### src/rtl/muldiv_unit.sv
// Iterative unsigned multiply/divide: one result bit per clock.
// Results land in hi/lo; busy stalls the pipeline while iterating.
module muldiv_unit #(
  parameter int WIDTH = 8
) (
  input  logic             clk,
  input  logic             reset,
  input  logic             start,
  input  logic             op,
  input  logic [WIDTH-1:0] a,
  input  logic [WIDTH-1:0] b,
  output logic             busy,
  output logic             done,
  output logic [WIDTH-1:0] hi,
  output logic [WIDTH-1:0] lo,
  output logic             div_by_zero
);

  localparam int CW = $clog2(WIDTH + 1);

  typedef enum logic [1:0] {
    IDLE,
    RUN,
    DONE
  } state_t;

  state_t               state;
  logic [CW-1:0]        cnt;
  logic                 op_q;
  logic [WIDTH-1:0]     m_q;
  logic [2*WIDTH-1:0]   acc;
  logic [2*WIDTH-1:0]   acc_nxt;
  logic [WIDTH:0]       sum;
  logic [WIDTH:0]       rem;
  logic [WIDTH-1:0]     diff;
  logic                 lt;

  // m_q is the multiplicand for multiply and the divisor for divide
  always_comb begin
    sum  = {1'b0, acc[2*WIDTH-1:WIDTH]} + {1'b0, m_q};
    rem  = {acc[2*WIDTH-1:WIDTH], acc[WIDTH-1]};
    lt   = rem < {1'b0, m_q};
    diff = rem[WIDTH-1:0] - m_q;
    acc_nxt = acc;
    if (op_q) begin
      if (lt)
        acc_nxt = {rem[WIDTH-1:0], acc[WIDTH-2:0], 1'b0};
      else
        acc_nxt = {diff, acc[WIDTH-2:0], 1'b1};
    end else begin
      if (acc[0])
        acc_nxt = {sum, acc[WIDTH-1:1]};
      else
        acc_nxt = {1'b0, acc[2*WIDTH-1:1]};
    end
  end

  always_ff @(posedge clk) begin
    if (reset) begin
      state       <= IDLE;
      cnt         <= '0;
      op_q        <= 1'b0;
      m_q         <= '0;
      acc         <= '0;
      busy        <= 1'b0;
      done        <= 1'b0;
      hi          <= '0;
      lo          <= '0;
      div_by_zero <= 1'b0;
    end else begin
      unique case (state)
        IDLE: begin
          done <= 1'b0;
          if (start) begin
            op_q        <= op;
            m_q         <= op ? b : a;
            div_by_zero <= 1'b0;
            if (op && b == '0) begin
              hi          <= a;
              lo          <= '1;
              div_by_zero <= 1'b1;
              done        <= 1'b1;
              state       <= DONE;
            end else begin
              acc   <= {{WIDTH{1'b0}}, op ? a : b};
              cnt   <= CW'(WIDTH);
              busy  <= 1'b1;
              state <= RUN;
            end
          end
        end
        RUN: begin
          acc <= acc_nxt;
          cnt <= cnt - 1'b1;
          if (cnt == CW'(1)) begin
            hi    <= acc_nxt[2*WIDTH-1:WIDTH];
            lo    <= acc_nxt[WIDTH-1:0];
            busy  <= 1'b0;
            done  <= 1'b1;
            state <= DONE;
          end
        end
        DONE: begin
          done  <= 1'b0;
          state <= IDLE;
        end
        default: state <= IDLE;
      endcase
    end
  end

endmodule

### config.mk
export PLATFORM = sky130hd
export DESIGN_NAME = muldiv_unit
export DESIGN_NICKNAME = d
export VERILOG_FILES = /design/src/rtl/muldiv_unit.sv
export SDC_FILE = /design/constraint.sdc
export NUM_CORES = 1
export LEC_CHECK = 0
export ABC_AREA = 1
export BUFFER_PORTS_ARGS = -buffer_cell sky130_fd_sc_hd__buf_2
export CAP_MARGIN = 10
export CELL_PAD_IN_SITES_DETAIL_PLACEMENT = 1
export CELL_PAD_IN_SITES_GLOBAL_PLACEMENT = 1
export CORE_ASPECT_RATIO = 2
export CORE_MARGIN = 2
export CORE_UTILIZATION = 45
export CTS_BUF_LIST = sky130_fd_sc_hd__clkbuf_16
export DETAILED_ROUTE_END_ITERATION = 16
export HOLD_SLACK_MARGIN = 0.15
export MAX_ROUTING_LAYER = met4
export PLACE_DENSITY_LB_ADDON = 0.1
export SLEW_MARGIN = 15
export SYNTH_ARGS = -nofsm -noshare
export SYNTH_HDL_FRONTEND = slang
export SYNTH_SLANG_ARGS = --single-unit
### constraint.sdc
create_clock -name clk -period 3.4 [get_ports clk]
set_clock_uncertainty 0.05 [all_clocks]
set_input_delay 0 -clock clk [delete_from_list [all_inputs] [get_ports clk]]
set_output_delay 0 -clock clk [all_outputs]
set_load 0.05 [all_outputs]
## Word-level counts from Yosys, hierarchy flattened

Cells that the tools add are included.
W data, S select, Z words.

| word-level totals | value |
|---|---|
| register bits | 50 |

| operators by class | value |
|---|---|
| add/subtract/negate cells | 3 |
| $lt $le $gt $ge | 1 |
| equal/unequal tests | 7 |
| muxes and demuxes | 31 |
| reduce and logical (&&, ||, !) cells | 11 |

Operators by type and width:

| cell | count |
|---|---|
| $mux W16 | 5 |
| $mux W8 | 8 |
| $pmux W16 S2 | 1 |
| $pmux W8 S2 | 2 |
| $add A8 B8 Y9 | 1 |
| $lt A9 B8 Y1 | 1 |
| $logic_not A8 Y1 | 1 |
| $mux W4 | 2 |
| $ne A2 B2 Y1 const B | 4 |
| $pmux W4 S2 | 1 |
| $reduce_and A4 Y1 | 2 |
| $sub A8 B8 Y8 | 1 |
| $mux W1 | 6 |
| $mux W2 | 3 |
| $reduce_and A2 Y1 | 3 |
| $eq A4 B1 Y1 const B | 1 |
| $pmux W2 S2 | 1 |
| $sub A4 B1 Y4 const B | 1 |
| $pmux W1 S3 | 1 |
| $reduce_and A3 Y1 | 1 |
| $reduce_bool A3 Y1 | 1 |
| $eq A2 B1 Y1 const B | 1 |
| $eq A2 B2 Y1 const B | 1 |
| $logic_not A2 Y1 | 1 |
| 3 further kinds | 3 |

## Depth between registers and ports, before layout

Gate-level depths: netlist of run 1.

| depth | value |
|---|---|
| depth after elaboration | 5 |
| gate-level depth with buffers | 14 |

## Worst setup path before layout of run 1

Ideal clock, no wire load.

| path | value |
|---|---|
| path type | register -> register |
| from | register acc[8] |
| to | register acc[11] |
| data arrival time | 1.792 ns |
| data required time | 3.279 ns |
| slack | 1.487 ns |
| stages on the path, launching flop included | 13 |
| path through | dfxtp_1 ha_1 inv_1 fa_1 inv_1 nand2_1 nand2_1 a21oi_1 o21ai_0 nand2_1 a21oi_1 nand3_1 a21oi_1 |

| on the way | value |
|---|---|
| word-level cells in the longest chain between the ends | 4 |

Ends and longest elaborated chain:

| element | RTL line | source |
|---|---|---|
| start, declared | 31 | `logic [2*WIDTH-1:0] acc;` |
| start signal, assigned | 85 | `acc <= {{WIDTH{1'b0}}, op ? a : b};` |
| start signal, assigned | 93 | `acc <= acc_nxt;` |
| $add A8 B8 Y9, or another cell as far along | 40 | `sum = {1'b0, acc[2*WIDTH-1:WIDTH]} + {1'b0, m_q};` |
| $mux W16, on equally long branches | 51, 46 |  |
| $mux W16 * | 45 | `if (op_q) begin` |
| $pmux W16 S2 * | 71 | `unique case (state)` |

Every way passes the cells marked *; elsewhere a longest branch is shown, timed or not.
A chain may end at the register's enable or synchronous reset.

## Worst setup path in the final report of run 1

Same ends and word-level chain as after synthesis.

==> results.ini, run 1 <==
[timing]
period_minus_slack_ns = 2.353
final-setup-viol-count = 0
hold_violations = 0
fin_crit_sh_pct = 69.20
final_max_slew_viol_count = 0
relSlewSlack_pct = 52.44
rsz0062_at_grt = false
fmax_ghz = 0.4250
setup_ws_ns = 1.047
tightest_slew_ns = 0.7133
setup_total_negative_slack_ns = 0

[power]
ir_worst_vdd_mv = 0.3781
leakage_nw = 1.825
power_w = 0.002123
power_density_nw_per_um2 = 544.9

[route]
met2_wirelength_um = 5643
drt-initial-drc-count = 202
drc = 0
highest_layer = met4
dr.pass1.iters = 4
wirelength_um = 10900
routedWlPerCell_um = 16.57
via_per_inst = 5.448
postRouteAntennaNets = 0
met1Wirelength_um = 4722
wl_met3_um = 309
vias = 3585

[floorplan]
pin_count = 39
dieHeight_um = 127.8
die_area_um2 = 8416
core_area_um2 = 7488
rows = 45
die_w_um = 65.88
start_util_pct = 46.02

[clocking]
clockBufferDepth = 2
cts_tree = yes
clk_pin_slew_worst_paths_ns = 0.07
postCtsSetupBuffers = 0
numCtsBuffers = 5
cts-root-buf = clkbuf_16
htree_levels = 2
insertion_delay_ns = 0.30
clock_sinks = 50

[synthesis]
synthCells = 529
ys_ff_latch = 50
yosysTopAreaCellShare_pct = 29.05
synth_area_leader_cell = dfxtp_1
ys_top_cells_by_count = 117 x nand2_1, 66 x a21oi_1, 66 x inv_1
synth_ff_type = dfxtp_1
synth_warnings = 0
syn_area_per_cell_um2 = 6.514
synthArstFlopShare_pct = 0
synth_area_leaders = dfxtp_1 29%, nand2_1 13%, a21oi_1 9.6%
yosysMostFrequentCell = nand2_1
synth_area_um2 = 3446
ys_seq_area_share_pct = 29.05
syn-num-nets = 572
synth.distinct_cells = 37
synth-edff-count = 0

[final_layout]
finish.utilization_pct = 52.03
drive_above_1_share_pct = 12.06
fin_area_um2 = 3896
nets = 606
areaGrowthSynthToFinish_pct = 13.07
diodes = 0

[global_route]
grt_max_degree = 35
overflow = 0
grt_first_pass_wirelength_um = 17600
grt_pass1_vias = 3476
antenna_found_initial = 0
globalRouteTotalUtil_pct = 28.01

[place]
gp_congestion = 0.8291
dp_hpwl_um = 8209
place_worst_setup_slack_ns = 1.091
placed_area_um2 = 3641
numPortBuffers = 38

[worst_setup_path]
worstPathMaxFanout = 6
cp.arrival_ns = 2.52
path_delay_family = adder cells
endpoint_kind = register
crit_chain = ha_1 -> inv_1 -> fa_1 -> inv_1 -> nand2_1 -> nand2_1 -> a21oi_1 -> o21ai_0 -> nand2_1 -> a21oi_1 -> nand3_1 -> a21oi_1
critical_path.slowest_cell = dfxtp_1
cp.required_ns = 3.57
critical_path_buf_inv_count = 2
critPathLaunchType = register
max_stage_delay_ns = 0.51
critPathKind = register to register

[min_path]
hp-class = input pin to register

[outcome]
status = complete, no violations

[flow_run]
max-cap-violations = 0

final timing paths:
| kind | startpoint | to | slack, ns | depth (start not counted) |
|---|---|---|---|---|
| min | reset | acc[5]$_SDFFE_PP0P_ | 0.15 | 2 |
| min reg2reg | cnt[1]$_SDFFE_PP0P_ | cnt[1]$_SDFFE_PP0P_ | 0.41 | 2 |
| max | acc[8]$_SDFFE_PP0P_ | acc[11]$_SDFFE_PP0P_ | 1.05 | 12 |
| max reg2reg | acc[8]$_SDFFE_PP0P_ | acc[11]$_SDFFE_PP0P_ | 1.05 | 12 |
area by class of cell:
| cell class | count | area [um2] |
|---|---|---|
| multi-input combinational | 385 | 2051 |
| fill | 1015 | 3592 |
| sequential | 50 | 1001 |
| tap | 94 | 117.6 |
| timing repair buffer | 52 | 322.8 |
| inverter | 69 | 259.0 |
| clock buffer | 5 | 125.1 |
| clock inverter | 3 | 20.02 |
logic make-up after synthesis:
| logic type | count (synthesis) | synth area share [%] |
|---|---|---|
| AND/OR/NAND/NOR | 219 | 27.78 |
| XOR/XNOR | 3 | 0.7627 |
| AO/OA/AOI/OAI | 140 | 22.19 |
| adder cells (fa/ha/maj) | 23 | 8.787 |
| buffers and inverters | 94 | 11.44 |
| flip-flops | 50 | 29.05 |
registers in the layout, summed over array words and instances, names as in the netlist, 2 cells and up:
register / cells
lo: 8
m_q: 8
state: 2
cnt: 4
acc: 16
hi: 8
worst register-to-register path, stage by stage (launching register included):
cell     delay [ns]
dfxtp_1        0.51
ha_1           0.26
inv_1          0.06
fa_1           0.38
inv_1          0.06
nand2_1        0.06
nand2_1        0.13
a21oi_1        0.08
o21ai_0        0.16
nand2_1        0.06
a21oi_1        0.18
nand3_1        0.12
a21oi_1        0.14
power breakdown:
group	switching [W]	total (W)	internal, W	leakage (nW)
registers	0.0000647	0.000736	0.000671	0.410
logic	0.000624	0.000877	0.000253	1.35
clock network	0.000236	0.000509	0.000273	0.0679
total	0.000925	0.00212	0.00120	1.83
layout by cell type (no fill, tap or decap), types with 2 or more instances in the layout:
cell and n:
nand2_1 117, inv_1 66, a21oi_1 66, o21ai_0 58, dfxtp_1 50, nor2_1 39, nand3_1 39, buf_2 38
ha_1 21, dlygate4sd3_1 11, o211ai_1 6, nand3_2 5, nand4_1 5, clkbuf_16 5, or2_2 3, clkinv_1 3
xor2_1 3, buf_4 3, nor2_2 2, nand3b_1 2, o31ai_1 2, nand2_2 2, o211ai_2 2, fa_1 2
per-layer routing:
layer	vias up	track usage, %
met4	0	8.088
met3	14	3.073
met1	1692	34.38
li1	1804	-
met2	75	47.65
met5	-	-
through the flow:
| step | std cells | hold slack, ns |
|---|---|---|
| 3_3_place_gp | 639 | 0.2712 |
| 2_1_floorplan | 529 | 0.1302 |
| 3_5_place_dp | 639 | 0.2784 |
| 6_report | 658 | 0.1459 |
| 4_1_cts | 658 | 0.1504 |
| 5_1_grt | 658 | 0.1925 |
what timing repair did:
action | in CTS | in global routing
endpoints found under the hold margin | 19 | 0
setup endpoints to repair | 0 | 0
hold buffers | 11 | 0
gates resized for setup | 0 | 0
Power figures use the tool's default switching activity.
==> run 2, diff against run 1 <==
--- a/config.mk
+++ b/config.mk
@@ -5,14 +5,14 @@
 export SDC_FILE = /design/constraint.sdc
 export NUM_CORES = 1
 export LEC_CHECK = 0
-export ABC_AREA = 1
+export ABC_AREA = 0
 export BUFFER_PORTS_ARGS = -buffer_cell sky130_fd_sc_hd__buf_2
 export CAP_MARGIN = 10
 export CELL_PAD_IN_SITES_DETAIL_PLACEMENT = 1
 export CELL_PAD_IN_SITES_GLOBAL_PLACEMENT = 1
 export CORE_ASPECT_RATIO = 2
 export CORE_MARGIN = 2
-export CORE_UTILIZATION = 45
+export CORE_UTILIZATION = 44
 export CTS_BUF_LIST = sky130_fd_sc_hd__clkbuf_16
 export DETAILED_ROUTE_END_ITERATION = 16
 export HOLD_SLACK_MARGIN = 0.15
==> constraint.sdc (replaced) <==
create_clock -name clk -period 2.45 [get_ports clk]
set_clock_uncertainty 0.05 [all_clocks]
set_input_delay 0 -clock clk [delete_from_list [all_inputs] [get_ports clk]]
set_output_delay 0 -clock clk [all_outputs]
set_load 0.05 [all_outputs]
==> run 2 against run 1 <==
Compared with the run above: combinational power up 10%; clock power is 39% higher; utilization grew 2.3 points; maximum frequency fell by 0.96%; largest power group unchanged; sequential cell count unchanged; register-to-register slack got worse by 0.97 ns.
==> results.ini, run 2 <==
[final_layout]
largest_register_ffs = 16
regMostFlops = acc
final_cell_mix = 46 x dfxtp_1, 41 x nor2_1, 41 x nand2_1
areaGrowthSynthToFinish_pct = 21.72
diodes = 0
fin_area_um2 = 4066
finish.utilization_pct = 54.30
nets = 524
final_common_cell = dfxtp_1
drive_above_1_share_pct = 19.71

[synthesis]
synthCells = 421
synth.distinct_cells = 60
synthArstFlopShare_pct = 0
synth_ff_type = dfxtp_1
syn-num-nets = 464
synth_area_leaders = dfxtp_1 30%, ha_1 7.9%, mux2i_1 7.2%
yosysMostFrequentCell = dfxtp_1
ys_seq_area_share_pct = 29.96
yosysTopAreaCellShare_pct = 29.96
synth_area_leader_cell = dfxtp_1
synth_area_um2 = 3341
ys_top_cells_by_count = 50 x dfxtp_1, 43 x nor2_1, 41 x nand2_1
synth-edff-count = 0
synth_warnings = 0
syn_area_per_cell_um2 = 7.935
ys_ff_latch = 50

[floorplan]
die_w_um = 65.62
dieHeight_um = 127.2
die_area_um2 = 8348
rows = 45
start_util_pct = 44.61
pin_count = 39
core_area_um2 = 7488

[worst_setup_path]
critical_path_depth = 9
r2r-start = acc[8]$_SDFFE_PP0P_
rrSetupSlack_ns = 0.07
critical_path_buf_inv_count = 1
critPathLaunch = acc[8]$_SDFFE_PP0P_
crit_chain = ha_1 -> inv_1 -> fa_1 -> nor2b_2 -> o31a_1 -> o21ai_0 -> a21oi_1 -> nor3_1 -> o41ai_1
critPathLaunchType = register
cp.required_ns = 2.58
ff2ff_path_depth = 9
critical_path.slowest_cell = fa_1
cp.arrival_ns = 2.51
path_delay_family = compound AO/OA/AOI/OAI gates
r2r-end = hi[7]$_SDFFE_PP0P_
max_stage_delay_ns = 0.40
worstPathMaxFanout = 6
endpoint = hi[7]$_SDFFE_PP0P_
critPathKind = register to register
endpoint_kind = register

[place]
numPortBuffers = 38
gp_congestion = 0.8669
placed_area_um2 = 3696
dp_hpwl_um = 8544

[route]
drc = 0
via_per_inst = 6.141
drt-initial-drc-count = 211
vias = 3537
wirelength_um = 11450
postRouteAntennaNets = 0
dr.pass1.iters = 4
routedWlPerCell_um = 19.88

[power]
switching_share_pct = 38.29
clock_power_share_pct = 26.8
share_seq_of_total_power_pct = 36.4
p_int_w = 0.001623
ir_worst_vdd_mv = 0.4006
p_switching_w = 0.001007
combPwrFrac_pct = 36.7
power_density_nw_per_um2 = 646.7
leakage_nw = 1.714

[global_route]
grt_first_pass_wirelength_um = 18330
grt_max_degree = 22
antenna_found_initial = 0
globalRouteTotalUtil_pct = 29.35
grt_pass1_vias = 3560
overflow = 0

[outcome]
status = complete, no violations

[timing]
fin_crit_sh_pct = 96.97
tightest_slew_ns = 0.7077
fmax_ghz = 0.4209
final_max_slew_viol_count = 0
rsz0062_at_grt = true
period_minus_slack_ns = 2.376
hold_violations = 0
final-setup-viol-count = 0
relSlewSlack_pct = 52.50

[min_path]
whs_path_depth = 4
hp-class = input pin to register

[clocking]
cts-root-buf = clkbuf_16
cts_tree = yes
clk_pin_slew_worst_paths_ns = 0.07
insertion_delay_ns = 0.30
htree_levels = 2
clock_sinks = 50
clockBufferDepth = 2
numCtsBuffers = 5

[flow_run]
max-cap-violations = 0

run 2: routing by layer:
metal  track usage, %  vias to the layer above  wire length [um]  share of wire, %
met5                -                        -                 0                 0
met4            10.42                        0               331               2.9
met3            3.169                       20               533               4.7
met2            50.96                      115              6008                52
met1            34.44                     1751              4575                40
li1                 -                     1651                 -                 -
run 2: cell type report:
cell class | count | area [um2]
fill | 961 | 3422
multi-input combinational | 326 | 2210
sequential | 50 | 1008
timing repair buffer | 73 | 490.5
clock buffer | 5 | 125.1
tap | 94 | 117.6
inverter | 25 | 93.84
clock inverter | 3 | 21.27
run 2: kinds of logic after synthesis:
logic type / count (synthesis) / synth area share, %
buffers and inverters: 45 / 5.431
muxes: 24 / 7.191
DFF: 50 / 29.96
adders and majority gates: 23 / 9.064
AOI/OAI and AO/OA: 129 / 27.04
and+or+nand+nor: 146 / 20.26
xor gates and xnor gates: 4 / 1.049
run 2: power by group through the flow:
stage / logic, W / registers (W) / clock network [W]
4_1_cts: 0.000936 / 0.000956 / 0.000716
3_5_place_dp: 0.000904 / 0.000974 / 0
3_3_place_gp: 0.000876 / 0.000969 / 0
2_1_floorplan: 0.000578 / 0.00103 / 0
5_1_grt: 0.00105 / 0.000968 / 0.000742
6_report: 0.000966 / 0.000957 / 0.000706
run 2: worst min path at each step:
stage                     startpoint                  endpoint  slack [ns]
after detailed placement        a[7]        hi[7]$_SDFFE_PP0P_        0.28
after floorplan                 a[7]        hi[7]$_SDFFE_PP0P_        0.13
after global routing              op         op_q$_SDFFE_PP0P_        0.22
final                           b[4]  div_by_zero$_SDFFE_PP0P_        0.17
after global placement          a[1]        hi[1]$_SDFFE_PP0P_        0.29
after CTS                       b[4]       acc[4]$_SDFFE_PP0P_        0.17
run 2: worst min-delay path, cell delays in order:
cell and delay [ns]:
buf_2 0.12, nor4_2 0.06, nand4_2 0.21, a21oi_1 0.09
run 2: stage by stage:
step                      total power (W)  setup WS [ns]  instances  setup TNS [ns]  hold WS [ns]
after detailed placement         0.001878       -0.01453        551        -0.01453        0.2821
after floorplan                  0.001608         0.1952        421               0        0.1295
after global routing             0.002763       -0.02772        576        -0.02772        0.2184
final                            0.002630        0.07413        576               0        0.1741
after CTS                        0.002608        0.01868        574               0        0.1684
after global placement           0.001845         0.1262        551               0        0.2867
run 2: what timing repair did:
item	4_1_cts	5_1_grt
pin swaps	0	4
setup endpoints to repair	2	11
hold endpoints to repair	21	0
resized for setup	3	15
setup buffers	0	2
hold buffers	15	0
